### config.mk
export PLATFORM = sky130hd
export DESIGN_NAME = bus_cycle_sequencer
export DESIGN_NICKNAME = d
export VERILOG_FILES = /design/src/rtl/bus_seq_pkg.sv /design/src/rtl/bus_arbiter.sv /design/src/rtl/bus_cycle_sequencer.sv
export SDC_FILE = /design/constraint.sdc
export NUM_CORES = 1
export LEC_CHECK = 0
export ABC_AREA = 1
export CAP_MARGIN = 0
export CORE_MARGIN = 1
export CORE_UTILIZATION = 45
export DETAILED_ROUTE_END_ITERATION = 10
export PLACE_DENSITY = 0.81
export SETUP_SLACK_MARGIN = 0.02
export SYNTH_ARGS = -nofsm -noshare
export SYNTH_HDL_FRONTEND = slang
export SYNTH_SLANG_ARGS = --single-unit
### constraint.sdc
create_clock -name clk_cpu -period 1.66 [get_ports clk_cpu]
set_input_delay 0.332 -clock clk_cpu [delete_from_list [all_inputs] [get_ports clk_cpu]]
set_output_delay 0.332 -clock clk_cpu [all_outputs]
set_load 0.05 [all_outputs]
### src/rtl/bus_seq_pkg.sv
// Shared encodings for the external bus cycle sequencer.
package bus_seq_pkg;

  // Bus phase / FSM state; the encoding is visible on the bus_phase pins.
  typedef enum logic [1:0] {
    StIdle = 2'd0,
    StAlo  = 2'd1,
    StAhi  = 2'd2,
    StXfer = 2'd3
  } bus_state_e;

  // Flag bits carried on the data pins during the address phases.
  localparam int unsigned FlagWeBit    = 0;
  localparam int unsigned FlagFetchBit = 1;

  function automatic logic [7:0] flag_byte(input logic is_fetch, input logic we);
    logic [7:0] b;
    b               = 8'h00;
    b[FlagWeBit]    = we;
    b[FlagFetchBit] = is_fetch;
    return b;
  endfunction

endpackage

### src/rtl/bus_arbiter.sv
// Fetch/execute arbiter: execute wins by default, but a fetch that has watched
// STARVE_LIMIT consecutive execute grants is served next.
module bus_arbiter #(
  parameter int unsigned STARVE_LIMIT = 4,
  parameter int unsigned CNT_W        = 4
) (
  input  logic clk_cpu,
  input  logic rst_n,
  input  logic f_req,
  input  logic e_req,
  input  logic f_mask,
  input  logic e_mask,
  input  logic grant_strobe,
  output logic grant_valid,
  output logic grant_is_fetch
);

  localparam logic [CNT_W-1:0] Limit = CNT_W'(STARVE_LIMIT);

  logic [CNT_W-1:0] starve_cnt;
  logic             f_elig;
  logic             e_elig;
  logic             starved;

  // A requester being acked this cycle is still holding req; ignore it.
  always_comb begin
    f_elig         = f_req & ~f_mask;
    e_elig         = e_req & ~e_mask;
    starved        = (starve_cnt == Limit);
    grant_valid    = f_elig | e_elig;
    grant_is_fetch = f_elig & (~e_elig | starved);
  end

  // Count execute grants taken while fetch waits; saturates at the limit.
  always_ff @(posedge clk_cpu) begin
    if (!rst_n) begin
      starve_cnt <= '0;
    end else if (grant_strobe && grant_valid) begin
      if (grant_is_fetch || !f_req) begin
        starve_cnt <= '0;
      end else if (!starved) begin
        starve_cnt <= starve_cnt + 1'b1;
      end
    end
  end

endmodule

### src/rtl/bus_cycle_sequencer.sv
// Runs each external bus transaction as ALO -> AHI -> XFER over the
// multiplexed address pins, arbitrating between fetch and execute requesters.
module bus_cycle_sequencer
  import bus_seq_pkg::*;
#(
  parameter int unsigned STARVE_LIMIT = 4,
  parameter int unsigned CNT_W        = 4
) (
  input  logic        clk_cpu,
  input  logic        rst_n,
  input  logic        f_req,
  input  logic [15:0] f_addr,
  output logic        f_ack,
  output logic [7:0]  f_rdata,
  input  logic        e_req,
  input  logic [15:0] e_addr,
  input  logic        e_we,
  input  logic [7:0]  e_wdata,
  output logic        e_ack,
  output logic [7:0]  e_rdata,
  input  logic        rdy,
  input  logic [7:0]  data_in,
  output logic [7:0]  bus_out,
  output logic [7:0]  data_out,
  output logic [7:0]  data_oe,
  output logic        sync,
  output logic        rw,
  output logic [1:0]  bus_phase
);

  bus_state_e  state;
  logic [15:0] addr_q;
  logic        we_q;
  logic [7:0]  wdata_q;
  logic        is_fetch_q;

  logic        grant_valid;
  logic        grant_is_fetch;
  logic [15:0] g_addr;
  logic        g_we;
  logic [7:0]  g_wdata;

  bus_arbiter #(
    .STARVE_LIMIT(STARVE_LIMIT),
    .CNT_W       (CNT_W)
  ) u_arbiter (
    .clk_cpu       (clk_cpu),
    .rst_n         (rst_n),
    .f_req         (f_req),
    .e_req         (e_req),
    .f_mask        (f_ack),
    .e_mask        (e_ack),
    .grant_strobe  (state == StIdle),
    .grant_valid   (grant_valid),
    .grant_is_fetch(grant_is_fetch)
  );

  // Transaction fields of the winning requester; fetches never write.
  always_comb begin
    g_addr  = grant_is_fetch ? f_addr : e_addr;
    g_we    = ~grant_is_fetch & e_we;
    g_wdata = grant_is_fetch ? 8'h00 : e_wdata;
  end

  assign bus_phase = state;

  // FSM, transaction latches and registered pin values for the next phase.
  always_ff @(posedge clk_cpu) begin
    if (!rst_n) begin
      state      <= StIdle;
      addr_q     <= '0;
      we_q       <= 1'b0;
      wdata_q    <= '0;
      is_fetch_q <= 1'b0;
      f_ack      <= 1'b0;
      e_ack      <= 1'b0;
      f_rdata    <= '0;
      e_rdata    <= '0;
      bus_out    <= '0;
      data_out   <= '0;
      data_oe    <= '0;
      sync       <= 1'b0;
      rw         <= 1'b1;
    end else begin
      f_ack <= 1'b0;
      e_ack <= 1'b0;
      unique case (state)
        StIdle: begin
          if (grant_valid) begin
            state      <= StAlo;
            addr_q     <= g_addr;
            we_q       <= g_we;
            wdata_q    <= g_wdata;
            is_fetch_q <= grant_is_fetch;
            bus_out    <= g_addr[7:0];
            data_out   <= flag_byte(grant_is_fetch, g_we);
            data_oe    <= 8'hFF;
            sync       <= grant_is_fetch;
            rw         <= ~g_we;
          end
        end
        StAlo: begin
          state   <= StAhi;
          bus_out <= addr_q[15:8];
        end
        StAhi: begin
          state    <= StXfer;
          bus_out  <= addr_q[7:0];
          data_out <= we_q ? wdata_q : 8'h00;
          data_oe  <= {8{we_q}};
        end
        StXfer: begin
          if (rdy) begin
            state    <= StIdle;
            bus_out  <= '0;
            data_out <= '0;
            data_oe  <= '0;
            sync     <= 1'b0;
            rw       <= 1'b1;
            if (is_fetch_q) begin
              f_ack <= 1'b1;
              if (!we_q) f_rdata <= data_in;
            end else begin
              e_ack <= 1'b1;
              if (!we_q) e_rdata <= data_in;
            end
          end
        end
        default: state <= StIdle;
      endcase
    end
  end

endmodule

==> impl_metrics.toml <==
[run]
drv_cap = 0

[final_layout]
nNetsFinal = 623
multiInputGateArea_um2 = 1490
final_common_cell = "nand2_1"
final_core_util_pct = 68.4
seq_area_um2 = 1390
num_antenna_cells = 0
syn_to_final_growth_pct = 45.4
drive_gt1_share_pct = 20.6
final_cell_mix = "nand2_1, dfxtp_1, buf_4, clkdlybuf4s50_1, inv_1"
fill_cells = 579

[global_route]
grt_pass1_vias = 3175
overflow = 0
grtUsageTotal_pct = 24.0
grt_start_max_net_pins = 36
antenna_found_initial = 0
grt_first_pass_wirelength_um = 13900

[synthesis]
ys_types = 28
synth-seq-area-share_pct = 43.0
yosys_warnings = 0
synthCells = 453
syn_nets = 514
syn_avg_cell_area_um2 = 7.10
syn-cell-area_um2 = 3210
synth_seq_cells = 69

[power]
switchingPower_mw = 3.33
ir_drop_uv = 1360
p_int_mw = 4.48
p_seq_share_pct = 30.2
p_comb_share_pct = 48.3
clkPwrFrac_pct = 21.5
p_leak_nw = 2.15
netSwitchingFraction_pct = 42.6
p_total_mw = 7.81
pwr_density_cell_nw_per_um2 = 1670

[cts]
cts_buffers = 9
cts_tree = "done"
clk_pin_slew_ns = 0.08
htree_levels = 3
ctsLongestPathBuffers = 2
root_buffer = "clkbuf_8"
insertion_delay_ns = 0.34
numClockSinks = 69
cts_hold_buffers = 0

[routing]
drcViolationCount = 0
post_drt_via_cell_ratio = 4.98
wire_per_inst_um = 13.5
ant_nets = 0
drt-total-wl_um = 8970
drtPass1Iterations = 4
first_iter_violations = 167
vias = 3305

[floorplanning]
die-area_um2 = 7480
die_h_um = 86.5
num_rows = 30
die_x_um = 86.5
core_area_um2 = 6830
io-pin-count = 100
start_util_pct = 47.1

[setup_path]
cp-start-kind = "flop"
path_cells = "ha_4, inv_1, or2_1, nand2_4, inv_2, buf_4, o21ai_0, a21oi_1"
cp.required_ns = 1.88
path_max_fanout = 6
crit_path_end_kind = "flop"
crit_slowest_cell = "dfxtp_4"
crit_type = "flop to flop"
arrival_ns = 1.79
slowest_delay_ns = 0.39

[timing]
fin_crit_ns = 1.57
slew_headroom_pct = 79.2
setup_violations = 0
max_freq_mhz = 637
finalCritPeriodShare_pct = 94.5
clock_skew_ns = 0.0110
worst_pin_slew_ns = 0.311
drv_slew = 0
finalHoldViolCount = 0
setup_tns_ns = 0
rsz0062_at_grt = "yes"

[min_path]
hold_path.class = "flop to flop"

[place]
port_buffers = 99
gp_congestion = 0.804
dp.final_hpwl_um = 6230

[status]
status = "finished clean"
## cell type report
cell class	count	share of cell area (%)
Multi-Input combinational cell	299	32.0
Sequential cell	69	29.8
Timing Repair Buffer	121	25.0
Inverter	61	5.17
Clock buffer	10	2.94
Tap cell	96	2.57
Clock inverter	6	2.36
Timing Repair inverter	1	0.161
## state kept, by name (all words and copies together) (netlist names), 2 cells and up
signal,cells
addr_q,16
u_arbiter.starve_cnt,4
wdata_q,8
e_rdata,8
bus_phase,2
bus_out,8
f_rdata,8
data_out,8
## worst max-delay path: cells and delay by family, from the launching register on
family	cells	cell delay, ns
adders and majority gates	1	0.17
AOI/OAI and AO/OA	2	0.28
buffers and inverters	3	0.26
and+or+nand+nor	2	0.34
DFF	1	0.39
## cells in the mapped netlist (all sizes together)
| cell | n | area share (%) |
|---|---|---|
| nand4 | 5 | 0.97 |
| inv | 60 | 7.2 |
| ha | 7 | 2.7 |
| a21oi | 51 | 8.4 |
| nand2 | 107 | 13 |
| o22ai | 8 | 1.6 |
| and3 | 1 | 0.19 |
| buf | 17 | 4.4 |
| clkinv | 1 | 0.12 |
| clkbuf | 7 | 0.86 |
| or2 | 1 | 0.19 |
| dfxtp | 69 | 43 |
| nor2 | 49 | 5.7 |
| a211oi | 1 | 0.23 |
| o21ai | 42 | 6.5 |
| nor3 | 7 | 1.8 |
| nand3 | 20 | 3.1 |
## routing by layer
layer / wire length (um) / up-vias / track usage (%)
met3: 753 / 11 / 7.81
li1: - / 1657 / -
met1: 3620 / 1517 / 26.6
met5: 0 / - / 0
met4: 127 / 0 / 8.48
met2: 4470 / 120 / 42.9
## what timing repair did
action,4_1_cts,5_1_grt
cloned,0,1
pin swaps,0,2
resized for setup,2,29
buffers inserted,0,2
setup endpoints to repair,4,58
## power by group through the flow
stage / logic (mW) / registers (mW) / clock network, mW
finish: 3.77 / 2.36 / 1.68
global route: 4.07 / 2.39 / 1.77
CTS: 3.60 / 2.33 / 1.69
detailed placement: 3.58 / 2.36 / 0
global placement: 3.49 / 2.35 / 0
floorplan: 1.86 / 2.93 / 0
## worst paths after layout
kind                     start         end  slack (ns)  cells past startpoint
setup / recovery  bus_phase[0]  bus_out[7]        0.09                      8
hold / removal            sync        sync        0.47                      2
setup reg to reg  bus_phase[0]  bus_out[7]        0.09                      8
hold reg to reg           sync        sync        0.47                      2
## per-stage QoR
stage               instance area, um^2  setup slack, ns  hold slack, ns  std cells
floorplan                          3220           0.0916           0.443        453
global placement                   4320          -0.0937           0.455        644
detailed placement                 4320           -0.184           0.463        644
CTS                                4580           0.0256           0.474        660
global route                       4670          0.00894           0.500        663
finish                             4670           0.0911           0.473        663
## kinds of logic after synthesis
family	count (synthesis)	synth area share [%]
AOI/OAI and AO/OA	102	16.7
and+or+nand+nor	190	25.0
DFF	69	43.0
buffers and inverters	85	12.5
adders and majority gates	7	2.72
(Power assumes the default switching activity.)
